<file path="src/rtl/operand_fetch_pkg.sv">
// Shared widths, control-bundle layout and ID/EX bundle for operand fetch.
// Also holds the operand resolve helper (x0 force + writeback bypass).
package operand_fetch_pkg;
  localparam int XLEN    = 32;
  localparam int MXLEN   = XLEN;
  localparam int REG_NUM = 32;
  localparam int REG_AW  = 5;
  localparam int CTRL_W  = 16;

  localparam int CTRL_ALU_LSB = 0;
  localparam int CTRL_ALU_W   = 5;
  localparam int CTRL_SRC_LSB = 5;
  localparam int CTRL_SRC_W   = 2;
  localparam int CTRL_MEM_LSB = 7;
  localparam int CTRL_MEM_W   = 4;
  localparam int CTRL_BR_LSB  = 11;
  localparam int CTRL_BR_W    = 5;

  typedef struct packed {
    logic [XLEN-1:0]   rs1_val;
    logic [XLEN-1:0]   rs2_val;
    logic [XLEN-1:0]   pc;
    logic [REG_AW-1:0] rd;
    logic              writes_rd;
    logic [CTRL_W-1:0] ctrl;
  } id_ex_t;

  // The register file neither hardwires x0 nor forwards its write port.
  function automatic logic [XLEN-1:0] resolve(
    input logic [REG_AW-1:0] rs,
    input logic              hit,
    input logic [REG_AW-1:0] wrd,
    input logic [XLEN-1:0]   wdata,
    input logic [XLEN-1:0]   rfv
  );
    if (rs == '0)
      return '0;
    else if (hit && (wrd == rs))
      return wdata;
    else
      return rfv;
  endfunction
endpackage

</file>
<file path="src/rtl/operand_fetch_scoreboard.sv">
// Per-register busy bits: set on issue, cleared by writeback or flush kill.
// Ports: set/clr/kill index pairs, three queries returning busy-after-clear.
module reg_scoreboard
  import operand_fetch_pkg::*;
(
  input  logic              CLK,
  input  logic              reset,
  input  logic              set_en,
  input  logic [REG_AW-1:0] set_idx,
  input  logic              clr_en,
  input  logic [REG_AW-1:0] clr_idx,
  input  logic              kill_en,
  input  logic [REG_AW-1:0] kill_idx,
  input  logic [REG_AW-1:0] q0_idx,
  input  logic [REG_AW-1:0] q1_idx,
  input  logic [REG_AW-1:0] q2_idx,
  output logic              q0_busy,
  output logic              q1_busy,
  output logic              q2_busy
);
  logic [REG_NUM-1:0] busy;
  logic [REG_NUM-1:0] busy_d;

  // Set applied last: a same-cycle clear belongs to the older producer.
  always_comb begin
    busy_d = busy;
    if (clr_en)
      busy_d[clr_idx] = 1'b0;
    if (kill_en)
      busy_d[kill_idx] = 1'b0;
    if (set_en)
      busy_d[set_idx] = 1'b1;
    busy_d[0] = 1'b0;
  end

  always_ff @(posedge CLK or posedge reset) begin
    if (reset)
      busy <= '0;
    else
      busy <= busy_d;
  end

  assign q0_busy = busy[q0_idx] && !(clr_en && clr_idx == q0_idx);
  assign q1_busy = busy[q1_idx] && !(clr_en && clr_idx == q1_idx);
  assign q2_busy = busy[q2_idx] && !(clr_en && clr_idx == q2_idx);
endmodule

</file>
<file path="src/rtl/operand_fetch.sv">
// Decode-to-execute operand stage: RF read, bypass, hazard stall, ID/EX reg.
// Ports: in_* decoded instr, rf_* RF read, wb_* writeback snoop, out_* ID/EX.
module operand_fetch
  import operand_fetch_pkg::*;
(
  input  logic              CLK,
  input  logic              reset,
  input  logic              in_valid,
  output logic              in_ready,
  input  logic [REG_AW-1:0] in_rs1,
  input  logic [REG_AW-1:0] in_rs2,
  input  logic [REG_AW-1:0] in_rd,
  input  logic              in_uses_rs1,
  input  logic              in_uses_rs2,
  input  logic              in_writes_rd,
  input  logic [XLEN-1:0]   in_pc,
  input  logic [CTRL_W-1:0] in_ctrl,
  output logic [REG_AW-1:0] rf_read1,
  output logic [REG_AW-1:0] rf_read2,
  input  logic [XLEN-1:0]   rf_out1,
  input  logic [XLEN-1:0]   rf_out2,
  input  logic              wb_regwrite,
  input  logic [REG_AW-1:0] wb_rd,
  input  logic [XLEN-1:0]   wb_data,
  input  logic              flush,
  output logic              out_valid,
  input  logic              out_ready,
  output logic [XLEN-1:0]   out_rs1_val,
  output logic [XLEN-1:0]   out_rs2_val,
  output logic [REG_AW-1:0] out_rd,
  output logic              out_writes_rd,
  output logic [XLEN-1:0]   out_pc,
  output logic [CTRL_W-1:0] out_ctrl
);
  logic   wb_hit;
  logic   rs1_busy, rs2_busy, rd_busy;
  logic   raw1, raw2, waw, hazard;
  logic   accept, vld_q;
  logic   set_en, kill_en;
  id_ex_t ex_d, ex_q;

  assign wb_hit   = wb_regwrite && (wb_rd != '0);
  assign rf_read1 = in_rs1;
  assign rf_read2 = in_rs2;

  assign set_en  = accept && in_writes_rd && (in_rd != '0);
  assign kill_en = flush && vld_q && ex_q.writes_rd
                   && (ex_q.rd != '0);

  reg_scoreboard u_sb (
    .CLK      (CLK),
    .reset    (reset),
    .set_en   (set_en),
    .set_idx  (in_rd),
    .clr_en   (wb_hit),
    .clr_idx  (wb_rd),
    .kill_en  (kill_en),
    .kill_idx (ex_q.rd),
    .q0_idx   (in_rs1),
    .q1_idx   (in_rs2),
    .q2_idx   (in_rd),
    .q0_busy  (rs1_busy),
    .q1_busy  (rs2_busy),
    .q2_busy  (rd_busy)
  );

  // Query results already exclude registers written back this cycle.
  assign raw1   = in_uses_rs1 && (in_rs1 != '0) && rs1_busy;
  assign raw2   = in_uses_rs2 && (in_rs2 != '0) && rs2_busy;
  assign waw    = in_writes_rd && (in_rd != '0) && rd_busy;
  assign hazard = raw1 || raw2 || waw;

  assign in_ready = !flush && !hazard && (!vld_q || out_ready);
  assign accept   = in_valid && in_ready;

  always_comb begin
    ex_d.rs1_val   = resolve(in_rs1, wb_hit, wb_rd, wb_data, rf_out1);
    ex_d.rs2_val   = resolve(in_rs2, wb_hit, wb_rd, wb_data, rf_out2);
    ex_d.pc        = in_pc;
    ex_d.rd        = in_rd;
    ex_d.writes_rd = in_writes_rd;
    ex_d.ctrl      = in_ctrl;
  end

  always_ff @(posedge CLK or posedge reset) begin
    if (reset) begin
      vld_q <= 1'b0;
      ex_q  <= '0;
    end else if (flush) begin
      vld_q <= 1'b0;
    end else if (accept) begin
      vld_q <= 1'b1;
      ex_q  <= ex_d;
    end else if (out_ready) begin
      vld_q <= 1'b0;
    end
  end

  assign out_valid     = vld_q;
  assign out_rs1_val   = ex_q.rs1_val;
  assign out_rs2_val   = ex_q.rs2_val;
  assign out_rd        = ex_q.rd;
  assign out_writes_rd = ex_q.writes_rd;
  assign out_pc        = ex_q.pc;
  assign out_ctrl      = ex_q.ctrl;
endmodule

</file>
<file path="config.mk">
export PLATFORM = sky130hd
export DESIGN_NAME = operand_fetch
export DESIGN_NICKNAME = d
export VERILOG_FILES = /design/src/rtl/operand_fetch_pkg.sv /design/src/rtl/operand_fetch_scoreboard.sv /design/src/rtl/operand_fetch.sv
export SDC_FILE = /design/constraint.sdc
export NUM_CORES = 1
export LEC_CHECK = 0
export CORE_UTILIZATION = 43
export CTS_CLUSTER_SIZE = 40
export DETAILED_ROUTE_END_ITERATION = 7
export MAX_ROUTING_LAYER = met4
export PLACE_DENSITY_LB_ADDON = 0.3
export SYNTH_ARGS = -nofsm -noshare
export SYNTH_HDL_FRONTEND = slang
export SYNTH_SLANG_ARGS = --single-unit
</file>
<file path="constraint.sdc">
create_clock -name CLK -period 14.45 [get_ports CLK]
set_input_delay 2.89 -clock CLK [delete_from_list [all_inputs] [get_ports CLK]]
set_output_delay 2.89 -clock CLK [all_outputs]
set_load 0.005 [all_outputs]
</file>
==> flow_metrics.env <==
export IMPL_run_status="finished, violations left"
export IMPL_violations="DRC"
export IMPL_ctsHoldBuffers=0
export IMPL_finalSetupViolCount=0
export IMPL_clkPwrFrac_pct=29.6
export IMPL_die_h_um=139
export IMPL_nets=1036
export IMPL_syn_cell_area_mm2=0.00808
export IMPL_critPathMaxFanout=34
export IMPL_crit_slowest_cell="a21oi_4"
export IMPL_diodes=0
export IMPL_syn_area_per_cell_um2=13.4
export IMPL_dp_hpwl_mm=19.0
export IMPL_die_w_um=139
export IMPL_antenna_found_initial=0
export IMPL_grt_pass1_wl_mm=41.5
export IMPL_via_per_inst=6.09
export IMPL_synth_edf_count=0
export IMPL_powerDensity_mw_per_mm2=127
export IMPL_seq_area_frac_synth_pct=46.5
export IMPL_drv_slew=0
export IMPL_cts_setup_buffers=0
export IMPL_grt_max_degree=86
export IMPL_synth_nets=774
export IMPL_synthesis_instances=601
export IMPL_place_congestion=0.945
export IMPL_rsz0062_at_grt="no"
export IMPL_clock_sinks=150
export IMPL_cp_end_kind="primary output"
export IMPL_drv_cap=0
export IMPL_place_inst=1073
export IMPL_async_reset_ff_share_pct=100
export IMPL_cts_buffers=17
export IMPL_synth_warnings=0
export IMPL_stdcell_count=1105
export IMPL_cp_start_kind="primary input"
export IMPL_whs_ns=0.506
export IMPL_fin_crit_ns=9.50
export IMPL_dr_pass1_iters=8
export IMPL_drt_wirelength_per_cell_um=24.0
export IMPL_fp_coreArea_mm2=0.0182
export IMPL_arrival_ns=6.61
export IMPL_clk_latency_ns=0.43
export IMPL_rows=49
export IMPL_cts_tree="done"
export IMPL_pwr_share_comb_pct=31.3
export IMPL_drtAntennaViolNets=0
export IMPL_port_buffers=302
export IMPL_hold_violations=0
export IMPL_ys_ff_latch=150
export IMPL_clockBufferDepth=2
export IMPL_tns_ns=0
export IMPL_synth_flop_cell="dfrtp_1"
export IMPL_drt_initial_drc_count=651
export IMPL_multiInputGateArea_mm2=0.00397
export IMPL_drc=30
export IMPL_max_stage_delay_ns=0.77
export IMPL_num_fill_cells=1398
export IMPL_post_cts_resized=0
export IMPL_drive_above_1_share_pct=21.7
export IMPL_grt_pass1_vias=7093
export IMPL_crit_type="primary input to primary output"
export IMPL_overflow=0
export IMPL_cts_max_level=4
export IMPL_crit_chain="clkdlybuf4s50_1, or3_1, o31a_1, and4_1, buf_4, a21oi_4, a41oi_2, and4_1, clkdlybuf4s50_1"
export IMPL_ir_drop_mv=0.0857
export IMPL_via_count=6725
export IMPL_p_switching_uw=411
export IMPL_ios=303
export IMPL_power_share_switching_pct=27.7
export IMPL_finalCritPeriodShare_pct=65.8
export IMPL_p_int_uw=1070
export IMPL_routed_wirelength_mm=26.5
export IMPL_clk_transition_reported_paths_ns=0.06
export IMPL_seq_area_mm2=0.00375
export IMPL_area_growth_pct=44.5
export IMPL_slew_headroom_pct=21.6
export IMPL_gr_usage_all_layers_pct=28.8
export IMPL_leakage_uw=0.00503
export IMPL_dieArea_mm2=0.0193
export IMPL_max_freq_mhz=105
export IMPL_critical_path_required_ns=11.56
export IMPL_power_frac_seq_pct=39.2
export IMPL_fin_skew_ns=0.0109
export IMPL_start_util_pct=44.4
export IMPL_tightestPinTransition_ns=1.18
export IMPL_synth_cell_type_count=41
export IMPL_root_buffer="clkbuf_16"
export IMPL_hp_class="flop to flop"
[cell families (layout without fill, tap and decap cells)]
group           count (synthesis)  after routing  share of synthesized area [%]
simple gates                   71             71                           5.71
mux                           150            150                           26.5
compound gates                145            145                           15.0
flops                         150            150                           46.5
xor+xnor                       15             15                           1.63
buf+inv                        70            345                           4.71
[synthesized netlist by cell type (all sizes together), types with 3 or more instances]
cell,count,share of area (%)
o221ai,31,3.4
or3b,10,1.1
and4,3,0.33
mux2,118,20
clkbuf,29,1.3
nor2,7,0.33
nand2b,5,0.39
nand3,9,0.56
inv,6,0.28
mux2i,13,1.6
o31ai,32,3.0
buf,35,3.1
nand2,6,0.28
dfrtp,150,46
a21oi,6,0.46
mux4,19,5.3
nor3,4,0.25
o21ai,3,0.19
or3,3,0.23
a22o,64,6.9
xor2,9,0.98
nand3b,16,1.5
xnor2,6,0.65
[power groups by stage]
stage                     registers, µW  clock network [µW]  logic, µW
after floorplan                     578                   0        193
after global placement              581                   0        455
after detailed placement            587                   0        463
after CTS                           580                 446        467
after global routing                593                 466        491
final                               582                 439        464
[worst max-delay path, delay by kind of cell]
family,cells,cell delay (ns)
compound gates,3,1.38
simple gates,3,0.99
buf+inv,3,1.33
[metrics by stage]
step | power (µW) | utilization [%] | cell area [µm²] | worst slack, ns
after floorplan | 771 | - | 8080 | 7.04
after global placement | 1040 | 60.9 | 11100 | 5.07
after detailed placement | 1050 | 60.9 | 11100 | 4.98
after CTS | 1490 | 64.1 | 11700 | 4.96
after global routing | 1550 | 64.1 | 11700 | 4.74
final | 1490 | 64.1 | 11700 | 4.95
[sequential cells by signal (all words and copies together) (netlist names)]
register,count
out_rs2_val,32
out_rd,5
out_writes_rd,1
u_sb.busy,31
out_pc,32
out_valid,1
out_rs1_val,32
out_ctrl,16
[layout by cell type, fill, tap and decap left out, types with 2 or more instances in the layout]
cell,n
clkdlybuf4s50_1,302
dfrtp_1,150
mux2_4,68
a22o_1,64
mux2_2,50
o221ai_1,31
o31ai_1,31
mux4_2,19
clkbuf_16,17
nand3b_1,16
mux2i_1,13
or3b_2,10
xor2_1,9
nand3_1,9
nor2_1,7
xnor2_1,6
nand2_1,6
inv_6,6
inv_1,5
nand2b_1,5
buf_4,5
nor3_1,4
a21oi_1,4
or3_1,3
and4_1,3
o21ai_0,3
clkinv_4,3
nor4_1,2
a21oi_4,2
o22ai_1,2
nand4_1,2
o311a_1,2
o211ai_1,2
clkinv_2,2
inv_8,2
[metal layers]
layer	up-vias	GRT usage (%)	wire (µm)
met5	-	-	0
met4	0	9.53	613
met3	57	6.46	2020
met2	383	48.2	13700
met1	3409	34.3	10200
li1	2876	-	-
[final timing paths]
| path | startpoint | to | slack, ns | depth (start not counted) |
|---|---|---|---|---|
| max in group asynchronous | reset | out_rs1_val[0] | 10.05 | 3 |
| min in group asynchronous | reset | out_pc[8] | 2.92 | 2 |
| worst min register to register | out_rs2_val[4] | out_rs2_val[4] | 0.51 | 1 |
| worst max-delay path | wb_rd[2] | in_ready | 4.95 | 9 |
| worst max register to register | u_sb.busy[11] | out_rs2_val[28] | 11.51 | 6 |
| worst min-delay path | out_rs2_val[4] | out_rs2_val[4] | 0.51 | 1 |
[layout make-up]
class | instances | share of cell area, %
Inverter | 6 | 0.236
Clock inverter | 14 | 1.20
Tap cell | 229 | 2.45
Multi-Input combinational cell | 381 | 34.0
Timing Repair Buffer | 307 | 26.2
Sequential cell | 150 | 32.1
Clock buffer | 18 | 3.76
No activity file was read; power rests on OpenSTA's default activity.
